File: src/rtl/ws2812b_scheduler.sv
// WS2812B frame scheduler: presents NUM_LEDS GRB words to a bit serializer,
// waits for the line to drain, then holds the latch gap. Optional: PENDING_REFRESH_EN.
module ws2812b_scheduler #(
  parameter int NUM_LEDS     = 12,
  parameter int LATCH_CYCLES = 2400
) (
  input  logic                clk,
  input  logic                res,
  input  logic                refresh,
  input  logic [NUM_LEDS-1:0] led_mask,
  input  logic [7:0]          intensity,
  input  logic [2:0]          colour,
  output logic [23:0]         pix_data,
  output logic                pix_valid,
  input  logic                pix_ready,
  input  logic                ser_idle,
  output logic                busy,
  output logic                frame_done
);

  localparam int IDX_W = (NUM_LEDS > 1) ? $clog2(NUM_LEDS) : 1;
  localparam int CNT_W = (LATCH_CYCLES > 1) ? $clog2(LATCH_CYCLES) : 1;
  localparam logic [IDX_W-1:0] IDX_LAST = IDX_W'(NUM_LEDS - 1);
  localparam logic [CNT_W-1:0] CNT_LAST = CNT_W'(LATCH_CYCLES - 1);

  localparam logic [1:0] S_IDLE      = 2'd0;
  localparam logic [1:0] S_SEND      = 2'd1;
  localparam logic [1:0] S_WAIT_IDLE = 2'd2;
  localparam logic [1:0] S_LATCH     = 2'd3;

  // GRB word for one pixel; channel order in en is {G,R,B}
  function automatic logic [23:0] pix_word(input logic lit, input logic [2:0] en,
                                           input logic [7:0] level);
    pix_word = {(lit & en[2]) ? level : 8'h00,
                (lit & en[1]) ? level : 8'h00,
                (lit & en[0]) ? level : 8'h00};
  endfunction

  logic [1:0]          state_r, state_s;
  logic [IDX_W-1:0]    idx_r, idx_s;
  logic [CNT_W-1:0]    cnt_r, cnt_s;
  logic [NUM_LEDS-1:0] mask_sh_r, mask_src_s;
  logic [7:0]          intensity_sh_r, intensity_src_s;
  logic [2:0]          colour_sh_r, colour_src_s;
  logic [23:0]         pix_data_r;
  logic                pix_valid_r, valid_s;
  logic                busy_r, frame_done_r, frame_done_s;
  logic                capture_s, restart_s;

`ifdef PENDING_REFRESH_EN
  logic pending_r;

  assign restart_s = pending_r | refresh;

  // Remember a refresh that arrives mid-frame; consumed when the latch gap ends
  always_ff @(posedge clk or posedge res) begin
    if (res) begin
      pending_r <= 1'b0;
    end else if (state_r == S_LATCH && cnt_r == CNT_LAST) begin
      pending_r <= 1'b0;
    end else if (refresh && state_r != S_IDLE) begin
      pending_r <= 1'b1;
    end else begin
      pending_r <= pending_r;
    end
  end
`else
  assign restart_s = 1'b0;
`endif

  // Next-state, index, latch counter and capture decisions
  always_comb begin
    state_s   = state_r;
    idx_s     = idx_r;
    cnt_s     = cnt_r;
    capture_s = 1'b0;
    valid_s   = pix_valid_r;
    case (state_r)
      S_IDLE: begin
        if (refresh) begin
          capture_s = 1'b1;
          idx_s     = '0;
          valid_s   = 1'b1;
          state_s   = S_SEND;
        end else begin
          valid_s   = 1'b0;
        end
      end
      S_SEND: begin
        if (pix_valid_r && pix_ready) begin
          if (idx_r == IDX_LAST) begin
            valid_s = 1'b0;
            state_s = S_WAIT_IDLE;
          end else begin
            idx_s   = idx_r + IDX_W'(1);
          end
        end else begin
          idx_s = idx_r;
        end
      end
      S_WAIT_IDLE: begin
        if (ser_idle) begin
          cnt_s   = '0;
          state_s = S_LATCH;
        end else begin
          cnt_s   = cnt_r;
        end
      end
      S_LATCH: begin
        if (cnt_r == CNT_LAST) begin
          cnt_s = '0;
          if (restart_s) begin
            capture_s = 1'b1;
            idx_s     = '0;
            valid_s   = 1'b1;
            state_s   = S_SEND;
          end else begin
            state_s   = S_IDLE;
          end
        end else begin
          cnt_s = cnt_r + CNT_W'(1);
        end
      end
      default: begin
        state_s = S_IDLE;
        valid_s = 1'b0;
      end
    endcase
  end

  assign mask_src_s      = capture_s ? led_mask  : mask_sh_r;
  assign intensity_src_s = capture_s ? intensity : intensity_sh_r;
  assign colour_src_s    = capture_s ? colour    : colour_sh_r;
  // frame_done marks the final cycle spent in LATCH
  assign frame_done_s    = (state_s == S_LATCH) && (cnt_s == CNT_LAST);

  // State, shadow and registered output update
  always_ff @(posedge clk or posedge res) begin
    if (res) begin
      state_r        <= S_IDLE;
      idx_r          <= '0;
      cnt_r          <= '0;
      mask_sh_r      <= '0;
      intensity_sh_r <= 8'h00;
      colour_sh_r    <= 3'b000;
      pix_data_r     <= 24'h000000;
      pix_valid_r    <= 1'b0;
      busy_r         <= 1'b0;
      frame_done_r   <= 1'b0;
    end else begin
      state_r      <= state_s;
      idx_r        <= idx_s;
      cnt_r        <= cnt_s;
      pix_valid_r  <= valid_s;
      pix_data_r   <= valid_s ? pix_word(mask_src_s[idx_s], colour_src_s, intensity_src_s)
                              : 24'h000000;
      busy_r       <= (state_s != S_IDLE);
      frame_done_r <= frame_done_s;
      if (capture_s) begin
        mask_sh_r      <= led_mask;
        intensity_sh_r <= intensity;
        colour_sh_r    <= colour;
      end
    end
  end

  assign pix_data   = pix_data_r;
  assign pix_valid  = pix_valid_r;
  assign busy       = busy_r;
  assign frame_done = frame_done_r;

endmodule

File: config.mk
export PLATFORM = sky130hd
export DESIGN_NAME = ws2812b_scheduler
export DESIGN_NICKNAME = d
export VERILOG_FILES = /design/src/rtl/ws2812b_scheduler.sv
export SDC_FILE = /design/constraint.sdc
export NUM_CORES = 1
export LEC_CHECK = 0
export ABC_AREA = 1
export CELL_PAD_IN_SITES_DETAIL_PLACEMENT = 1
export CELL_PAD_IN_SITES_GLOBAL_PLACEMENT = 1
export CORE_MARGIN = 3
export CORE_UTILIZATION = 42
export DETAILED_ROUTE_END_ITERATION = 12
export PLACE_DENSITY = 0.88
export SLEW_MARGIN = 5
export SYNTH_ARGS = -nofsm -noshare
export SYNTH_HDL_FRONTEND = slang
export SYNTH_SLANG_ARGS = --single-unit
File: constraint.sdc
create_clock -name clk -period 3.6 [get_ports clk]
set_clock_uncertainty 0.1 [all_clocks]
set_input_delay 0.72 -clock clk [delete_from_list [all_inputs] [get_ports clk]]
set_output_delay 0.72 -clock clk [all_outputs]
set_load 0.01 [all_outputs]
[After elaboration in Yosys (flattened, before gate mapping)]
Index checks and enable logic that the tools add are counted.
Widths: inputs -> output; s select.
Storage, ports and cells
  register bits after elaboration: 68
  input bits: 28
  output and inout bits: 27
  logic and storage cells: 54
Operators by class
  add/subtract/negate cells: 2
  order comparisons: 1
  equal/unequal tests: 7
  mux-type cells: 27
  bitwise logic cells: 3
  reduce and logical (&&, ||, !) cells: 4
Operators with widths (number)
  $mux 12: 3
  $mux 8: 4
  $eq 12x12->1 const B: 2
  $mux 24: 1
  $pmux 12 s2: 1
  $add 12x1->12 const B: 1
  $mux 4: 3
  $mux 2: 5
  $pmux 2 s4: 1
  $pmux 4 s2: 1
  $eq 2x2->1 const B: 3
  $lt 4x5->1 const B: 1
  $mux 1: 5
  $add 4x1->4 const B: 1
  $bmux 1 s4: 1
  $eq 4x4->1 const B: 1
  $and 1x1->1: 3
  $mux 3: 1
  $eq 2x1->1 const B: 1
  $logic_and 1x1->1: 2
  $logic_not 2->1: 1
  $pmux 1 s2: 1
  $reduce_bool 2->1: 1

[Depth between registers and ports, before layout]
Gate-level depths: netlist of run 1.
  depth in word-level cells: 9
  depth in mapped cells: 13
  mapped depth without buffers: 13

[Worst setup path after synthesis of run 1]
OpenSTA, ideal clock, no wires.
  path kind: in2reg
  from: in pix_ready
  to: reg pix_data_r[0], in the netlist pix_data[0]
  setup time: 0.118 ns
  arrival time: 1.749 ns
  data required time: 3.382 ns
  setup slack: 1.633 ns
  stages: 10
  buffers on the path: 0
  cells stage by stage: nand2_1 -> inv_2 -> nand2_1 -> xor2_1 -> o21ai_1 -> inv_1 -> nand3_2 -> nand3_4 -> nand3_4 -> nor2_1
On the way
  longest elaborated chain between the ends: 8
  elaborated cells between the ends (all ways): 10
  those cells by class: mux: 8; bitwise: 1; reduce/logical: 1
RTL lines
  start: declaration: line 15  | input logic pix_ready,
  $logic_and 1x1->1: line 90  | if (pix_valid_r && pix_ready) begin
  $mux 4: line 90
  $pmux 4 s2: line 78  | case (state_r)
  named net idx_s[2]: line 40  | logic [IDX_W-1:0] idx_r, idx_s;
  $bmux 1 s4: line 155  | pix_data_r <= valid_s ? pix_word(mask_src_s[idx_s], colour_src_s, intensity_src_s)
  $mux 1 (not written as such): line 155
  $and 1x1->1: line 36  | (lit & en[0]) ? level : 8'h00};
  $mux 8: line 36
  $mux 24: line 155
  end signal: assignment: line 155
  end: declaration: line 45  | logic [23:0] pix_data_r;
The timed path passes the listed nets, and every way through them passes these cells. The select of a mux whose other input is x is not followed.

[Worst setup path in the final report of run 1]
  from: in refresh
  to: reg pix_data_r[6], in the netlist pix_data[6]
On the way
  elaborated cells between the ends (all ways): 13
  those cells by class: mux: 12; bitwise: 1
RTL lines
  start: declaration: line 9  | input logic refresh,
  $mux 4: line 80  | if (refresh) begin
  $pmux 4 s2: line 78
  named net idx_s[0]: line 40
  $bmux 1 s4: line 155
  $mux 1 (not written as such): line 155
  $and 1x1->1: line 36
  $mux 8: line 36
  $mux 24: line 155
The timed path passes the listed nets, and every way through them passes these cells. The select of a mux whose other input is x is not followed.

==> impl_metrics.env, run 1 <==
export IMPL_clockRootBuffer="clkbuf_8"
export IMPL_min_path_type="reg -> reg"
export IMPL_cts_sinks=68
export IMPL_fin_util=0.554
export IMPL_ctsHoldBuffers=0
export IMPL_synth_simple_area_share=0.360
export IMPL_numCtsBuffers=9
export IMPL_synth_area_leaders="dfrtp_1 (54%), nand2_1 (15%), nand3_1 (5.5%)"
export IMPL_grt_overflow_total=0
export IMPL_antenna_found_initial=0
export IMPL_synth_common_cells="nand2_1 (123), dfrtp_1 (68), nor2_1 (45)"
export IMPL_synth_area_leader_cell="dfrtp_1"
export IMPL_vias=2655
export IMPL_hold_viol=0
export IMPL_crit_path_end_kind="flip-flop"
export IMPL_num_antenna_cells=0
export IMPL_track_usage=0.211
export IMPL_grt_max_degree=37
export IMPL_cts_repair_resized=0
export IMPL_synth_top_cell_area_share=0.535
export IMPL_async_reset_ff_frac=1.00
export IMPL_synth_edff_count=0
export IMPL_drt_vias_per_instance=4.96
export IMPL_reg2reg_slack_ns=1.32
export IMPL_cts_setup_buffers=0
export IMPL_fin_tns_setup_ns=0
export IMPL_syn_num_nets=400
export IMPL_drt_pass1_iter_count=4
export IMPL_fp_row_count=31
export IMPL_areaGrowthSynthToFinish_pct=27.1
export IMPL_synthDistinctLibCells=33
export IMPL_p_leak_nw=1.94
export IMPL_fillCellCount=886
export IMPL_power_density_nw_per_um2=378
export IMPL_io_buffers=54
export IMPL_drc=0
export IMPL_grt_pass1_wl_um=14000
export IMPL_routed_wl_um=8320
export IMPL_rsz0062_at_grt="false"
export IMPL_gp_congestion=0.878
export IMPL_hpwl_um=6170
export IMPL_synth_xor_area_share=0.00551
export IMPL_fp_dieH_um=93.0
export IMPL_die_width_um=93.0
export IMPL_holdPathEnd="intensity_sh_r[4]"
export IMPL_period_minus_slack_ns=2.41
export IMPL_start_kind="input pin"
export IMPL_placed_cell_area_um2=3820
export IMPL_wire_per_inst_um=15.6
export IMPL_coreArea_um2=7290
export IMPL_synthAdderAreaFrac=0.00787
export IMPL_htree_levels=3
export IMPL_postRouteAntennaNets=0
export IMPL_drive_gt1_frac=0.110
export IMPL_fin_cells=535
export IMPL_path_max_fanout=27
export IMPL_start_util=0.436
export IMPL_max_vdd_ir_drop_uv=270
export IMPL_post_synth_top_count_cell="nand2_1"
export IMPL_cts_tree="yes"
export IMPL_finalSetupViolations=0
export IMPL_whs_ns=0.388
export IMPL_r2r_end="pix_data[6]"
export IMPL_clockBufferDepth=2
export IMPL_dpl_cell_count=519
export IMPL_avgSynthCellArea_um2=8.59
export IMPL_multiInputGateArea_um2=1280
export IMPL_syn_inst=370
export IMPL_worst_slew_pin_slew_ns=0.754
export IMPL_worstSetupPathType="in -> reg"
export IMPL_required_ns=3.78
export IMPL_clk_latency_ns=0.36
export IMPL_cts_clk_slew_worst_paths_ns=0.08
export IMPL_holdPathStages=2
export IMPL_final_period_utilization=0.669
export IMPL_seq_area_um2=1700
export IMPL_max_freq_ghz=0.415
export IMPL_rr_worst_depth=12
export IMPL_num_nets_final=461
export IMPL_ys_warnings_count=0
export IMPL_synth_top_family_by_area="simple AND/OR/NAND/NOR gates"
export IMPL_pin_count=55
export IMPL_regToRegStartpoint="state_r[1]"
export IMPL_max_slew_margin=0.497
export IMPL_finalMaxSlewViolations=0
export IMPL_yosysSeqAreaShare=0.535
export IMPL_synth_seq_cells=68
export IMPL_muxShareOfSynthArea=0
export IMPL_grt_pass1_vias=2997
export IMPL_maxCapViolations=0
export IMPL_hold_start="intensity_sh_r[4]"
export IMPL_dieArea_um2=8650
export IMPL_cp_arrival_ns=2.59
export IMPL_synth_ff_type="dfrtp_1"
export IMPL_synth_compound_area_frac=0.0307
export IMPL_stdcell_area_um2=4040
export IMPL_netlist_area_um2=3180
export IMPL_drtIter0Drc=88
export IMPL_outcome="complete, no violations"
where the power goes:
group / internal [mW] / total (mW) / switching (mW)
Sequential: 0.763 / 0.763 / 0
Combinational: 0.0280 / 0.0504 / 0.0224
Clock: 0.394 / 0.712 / 0.318
Total: 1.19 / 1.53 / 0.341
state kept, by name, summed over array words and instances (netlist names):
signal,flops
mask_sh_r,12
frame_done,1
pix_valid,1
busy,1
idx_r,4
state_r,2
intensity_sh_r,8
colour_sh_r,3
pix_data,24
cnt_r,12
how the worst max path moves through the flow:
stage | from | endpoint | cells past startpoint | slack (ns)
global placement | refresh | pix_data[2] | 12 | 0.90
finish | refresh | pix_data[6] | 12 | 1.19
detailed placement | refresh | pix_data[13] | 12 | 0.80
CTS | refresh | pix_data[6] | 12 | 1.17
floorplan | res | busy | 1 | 1.07
global route | refresh | pix_data[1] | 12 | 1.00
worst max-delay path, stage by stage:
cell             delay [ns]
clkdlybuf4s50_1        0.50
nand2_8                0.23
inv_8                  0.11
nor2_2                 0.11
nand2_2                0.12
nand2_4                0.12
nand2_1                0.06
nand3_1                0.09
nand3_2                0.09
nand3_4                0.13
nand3_4                0.14
nor2_1                 0.15
per-stage QoR:
stage                     total power [mW]  worst slack (ns)
after floorplan                      0.790              1.07
after global placement               0.829             0.895
after detailed placement             0.830             0.804
after CTS                             1.54              1.17
after global routing                  1.57              1.00
final                                 1.53              1.19
layout by cell type, fill, tap and decap left out, types with 2 or more instances in the layout:
| cell | Yosys | routed |
|---|---|---|
| xor2_1 | 2 | 2 |
| inv_6 | 0 | 2 |
| o21ai_0 | 8 | 8 |
| nand3_4 | 4 | 4 |
| nand2_1 | 123 | 123 |
| nand3_2 | 5 | 5 |
| nand2_4 | 2 | 2 |
| ha_1 | 2 | 2 |
| nand2_2 | 4 | 4 |
| clkbuf_8 | 0 | 9 |
| nor2_1 | 45 | 45 |
| a21oi_1 | 3 | 3 |
| dfrtp_1 | 68 | 68 |
| nand4_1 | 8 | 8 |
| clkdlybuf4s50_1 | 0 | 54 |
| bufinv_16 | 0 | 2 |
| nand3_1 | 35 | 35 |
| nor3_1 | 3 | 3 |
| o21ai_1 | 5 | 5 |
| inv_2 | 6 | 7 |
| inv_1 | 30 | 29 |
per-layer routing:
metal | vias to the layer above | GRT usage | share of wire | routed length, um
met5 | - | 0 | 0 | 0
met4 | 0 | 0.100 | 0.027 | 224
met3 | 19 | 0.0451 | 0.030 | 249
met2 | 40 | 0.373 | 0.53 | 4380
met1 | 1301 | 0.242 | 0.42 | 3470
li1 | 1295 | - | - | -
logic make-up (layout without fill, tap and decap cells):
kind of cell,count (synthesis),after routing
AND/OR/NAND/NOR,238,238
flip-flops,68,68
buffers and inverters,42,108
AO/OA/AOI/OAI,18,18
adder cells (fa/ha/maj),2,2
XOR/XNOR,2,2
layout make-up:
cell class                 instances  share of cell area
sequential                        68               0.421
inverter                          37              0.0362
tap                               99              0.0307
multi-input combinational        260               0.318
clock inverter                     7              0.0245
clock buffer                       9              0.0307
timing repair buffer              55               0.139
Power figures use the tool's default switching activity.
==> run 2, diff against run 1 <==
--- a/config.mk
+++ b/config.mk
@@ -9,9 +9,9 @@
 export CELL_PAD_IN_SITES_DETAIL_PLACEMENT = 1
 export CELL_PAD_IN_SITES_GLOBAL_PLACEMENT = 1
 export CORE_MARGIN = 3
-export CORE_UTILIZATION = 42
+export CORE_UTILIZATION = 39
 export DETAILED_ROUTE_END_ITERATION = 12
-export PLACE_DENSITY = 0.88
+export PLACE_DENSITY = 0.83
 export SLEW_MARGIN = 5
 export SYNTH_ARGS = -nofsm -noshare
 export SYNTH_HDL_FRONTEND = slang
==> constraint.sdc (replaced) <==
create_clock -name clk -period 2.4 [get_ports clk]
set_clock_uncertainty 0.1 [all_clocks]
set_input_delay 0.48 -clock clk [delete_from_list [all_inputs] [get_ports clk]]
set_output_delay 0.48 -clock clk [all_outputs]
set_load 0.01 [all_outputs]
==> run 2 against run 1 <==
  * Non-clock buffer count grew 9
  * Critical path depth rose by 1
  * Clock power rose by 33%
  * Sequential share of layout area decreased by 0.47 points
  * Register-to-register slack got worse by 1.1 ns
  * Global-route usage down 0.52 points
  * Sequential power increased by 49%
  * Via count increased by 2.6%
  * Critical path type unchanged
  * Setup slack worse by 1.0 ns
  * Cell area grew 1.2%
  * Combinational power rose by 45%
  * Worst hold slack got worse by 0.00075 ns
==> impl_metrics.env, run 2 (same netlist as run 1, synthesis figures left out) <==
export IMPL_outcome="complete, no violations"
export IMPL_p_seq_frac=0.529
export IMPL_rsz0062_at_grt="false"
export IMPL_cts_sinks=68
export IMPL_cp_arrival_ns=2.41
export IMPL_wire_per_inst_um=16.1
export IMPL_clockBufferDepth=2
export IMPL_power_internal_mw=1.67
export IMPL_num_antenna_cells=0
export IMPL_largest_reg_flops=24
export IMPL_max_freq_ghz=0.448
export IMPL_antenna_found_initial=0
export IMPL_combPwrFrac=0.034
export IMPL_track_usage=0.206
export IMPL_pin_count=55
export IMPL_slowest_stage="clkdlybuf4s50_1"
export IMPL_clockPowerShare=0.437
export IMPL_fp_dieH_um=96.3
export IMPL_crit_chain="clkdlybuf4s50_1 -> nand2_1 -> inv_2 -> nand3_1 -> nand2_1 -> nand2_1 -> nor2_1 -> nand2_1 -> nor2_1 -> nand3_1 -> nor2_1 -> nand3_1 -> nor2_1"
export IMPL_whs_ns=0.388
export IMPL_grt_pass1_vias=3023
export IMPL_gp_congestion=0.815
export IMPL_numCtsBuffers=9
export IMPL_maxCapViolations=0
export IMPL_hold_start="intensity_sh_r[0]"
export IMPL_postRouteAntennaNets=0
export IMPL_finalSetupViolations=0
export IMPL_regToRegStartpoint="cnt_r[0]"
export IMPL_finalMaxSlewViolations=0
export IMPL_drt_pass1_iter_count=4
export IMPL_drc=0
export IMPL_period_minus_slack_ns=2.23
export IMPL_min_path_type="reg -> reg"
export IMPL_power_total_mw=2.16
export IMPL_path_max_fanout=6
export IMPL_hold_viol=0
export IMPL_io_buffers=54
export IMPL_max_vdd_ir_drop_uv=290
export IMPL_final_cell_mix="nand2_1 (123), dfrtp_1 (67), clkdlybuf4s50_1 (54), nor2_1 (45), nand3_1 (35)"
export IMPL_clk_latency_ns=0.35
export IMPL_hpwl_um=6650
export IMPL_grt_overflow_total=0
export IMPL_vias=2725
export IMPL_cts_clk_slew_worst_paths_ns=0.08
export IMPL_areaGrowthSynthToFinish_pct=28.6
export IMPL_fin_tns_setup_ns=0
export IMPL_die_width_um=96.3
export IMPL_power_share_switching=0.227
export IMPL_grt_max_degree=69
export IMPL_worstSetupPathType="in -> reg"
export IMPL_routed_wl_um=8790
export IMPL_drtIter0Drc=94
export IMPL_layout_commonest_cell="nand2_1"
export IMPL_placed_cell_area_um2=3890
export IMPL_critPathMaxStageDelay_ns=0.52
export IMPL_p_leak_nw=1.97
export IMPL_start_util=0.407
export IMPL_stdcell_area_um2=4090
export IMPL_coreArea_um2=7810
export IMPL_start_kind="input pin"
export IMPL_num_nets_final=470
export IMPL_cts_tree="yes"
export IMPL_max_slew_margin=0.714
export IMPL_final_period_utilization=0.930
export IMPL_cts_setup_buffers=0
export IMPL_dieArea_um2=9270
export IMPL_drt_vias_per_instance=4.98
export IMPL_clockRootBuffer="clkbuf_8"
export IMPL_required_ns=2.58
export IMPL_cp_startpoint="pix_ready"
export IMPL_fp_row_count=32
export IMPL_drive_gt1_frac=0.130
export IMPL_worst_slew_pin_slew_ns=0.429
export IMPL_power_density_nw_per_um2=529
export IMPL_crit_path_end_kind="flip-flop"
export IMPL_p_switching_mw=0.491
export IMPL_grt_pass1_wl_um=14400
export IMPL_htree_levels=3
## run 2: cell types whose count changed in the layout (fill, tap and decap cells not counted)
| cell | previous run | this run |
|---|---|---|
| dfrtp_1 | 68 | 67 |
| buf_4 | 0 | 9 |
| clkinvlp_4 | 1 | 0 |
| clkinv_2 | 1 | 2 |
| bufinv_16 | 2 | 1 |
| clkinv_4 | 1 | 3 |
| inv_6 | 2 | 1 |
| dfrtp_2 | 0 | 1 |
## run 2: worst paths after layout
kind	to	slack [ns]	cells past startpoint
max	frame_done	0.17	13
min	intensity_sh_r[0]	0.39	2
max reg2reg	frame_done	0.20	12
min reg2reg	intensity_sh_r[0]	0.39	2
max in group asynchronous	state_r[1]	1.48	3
min in group asynchronous	pix_data[19]	0.41	3
## run 2: per-layer routing
metal  track usage  vias to the layer above  part of all wire
li1              -                     1318                 -
met1         0.250                     1350              0.42
met2         0.363                       46              0.54
met3        0.0375                       11             0.027
met4        0.0711                        0             0.014
met5             0                        -                 0
## run 2: repair_timing
action	CTS	global route
endpoints found under the setup margin	0	1
hold buffers	0	0
resized for setup	0	1
## run 2: power by group through the flow
stage | Sequential [mW] | Clock, mW | Combinational [mW]
after floorplan | 1.17 | 0 | 0.0171
after global placement | 1.17 | 0 | 0.0748
after detailed placement | 1.17 | 0 | 0.0752
after CTS | 1.14 | 0.963 | 0.0753
after global routing | 1.14 | 1.01 | 0.0796
final | 1.14 | 0.945 | 0.0731
## run 2: final cells by class
type,count,area (um^2)
well taps,102,128
clock inverters,7,75.1
multi-input cells,260,1280
flip-flops and latches,68,1700
fillers,934,3720
inverters,37,146
repair buffers,64,628
clock buffers,9,124
## run 2: worst max-delay path, delay by kind of cell
kind                   cells  cell delay, ns
buffers and inverters      2            0.67
and+or+nand+nor           11            1.26
## run 2: metrics by stage
step	std cells	utilization	setup WS, ns
after CTS	547	0.523	0.114
final	547	0.524	0.169
after global placement	531	0.498	-0.00495
after detailed placement	531	0.498	-0.0673
after global routing	547	0.524	0.0456
after floorplan	370	-	0.108
==> run 3, diff against run 2 <==
--- a/config.mk
+++ b/config.mk
@@ -6,6 +6,7 @@
 export NUM_CORES = 1
 export LEC_CHECK = 0
 export ABC_AREA = 1
+export CAP_MARGIN = 20
 export CELL_PAD_IN_SITES_DETAIL_PLACEMENT = 1
 export CELL_PAD_IN_SITES_GLOBAL_PLACEMENT = 1
 export CORE_MARGIN = 3
==> results of run 3 <==
Final layout, timing and power as in run 2 (identical DEF).
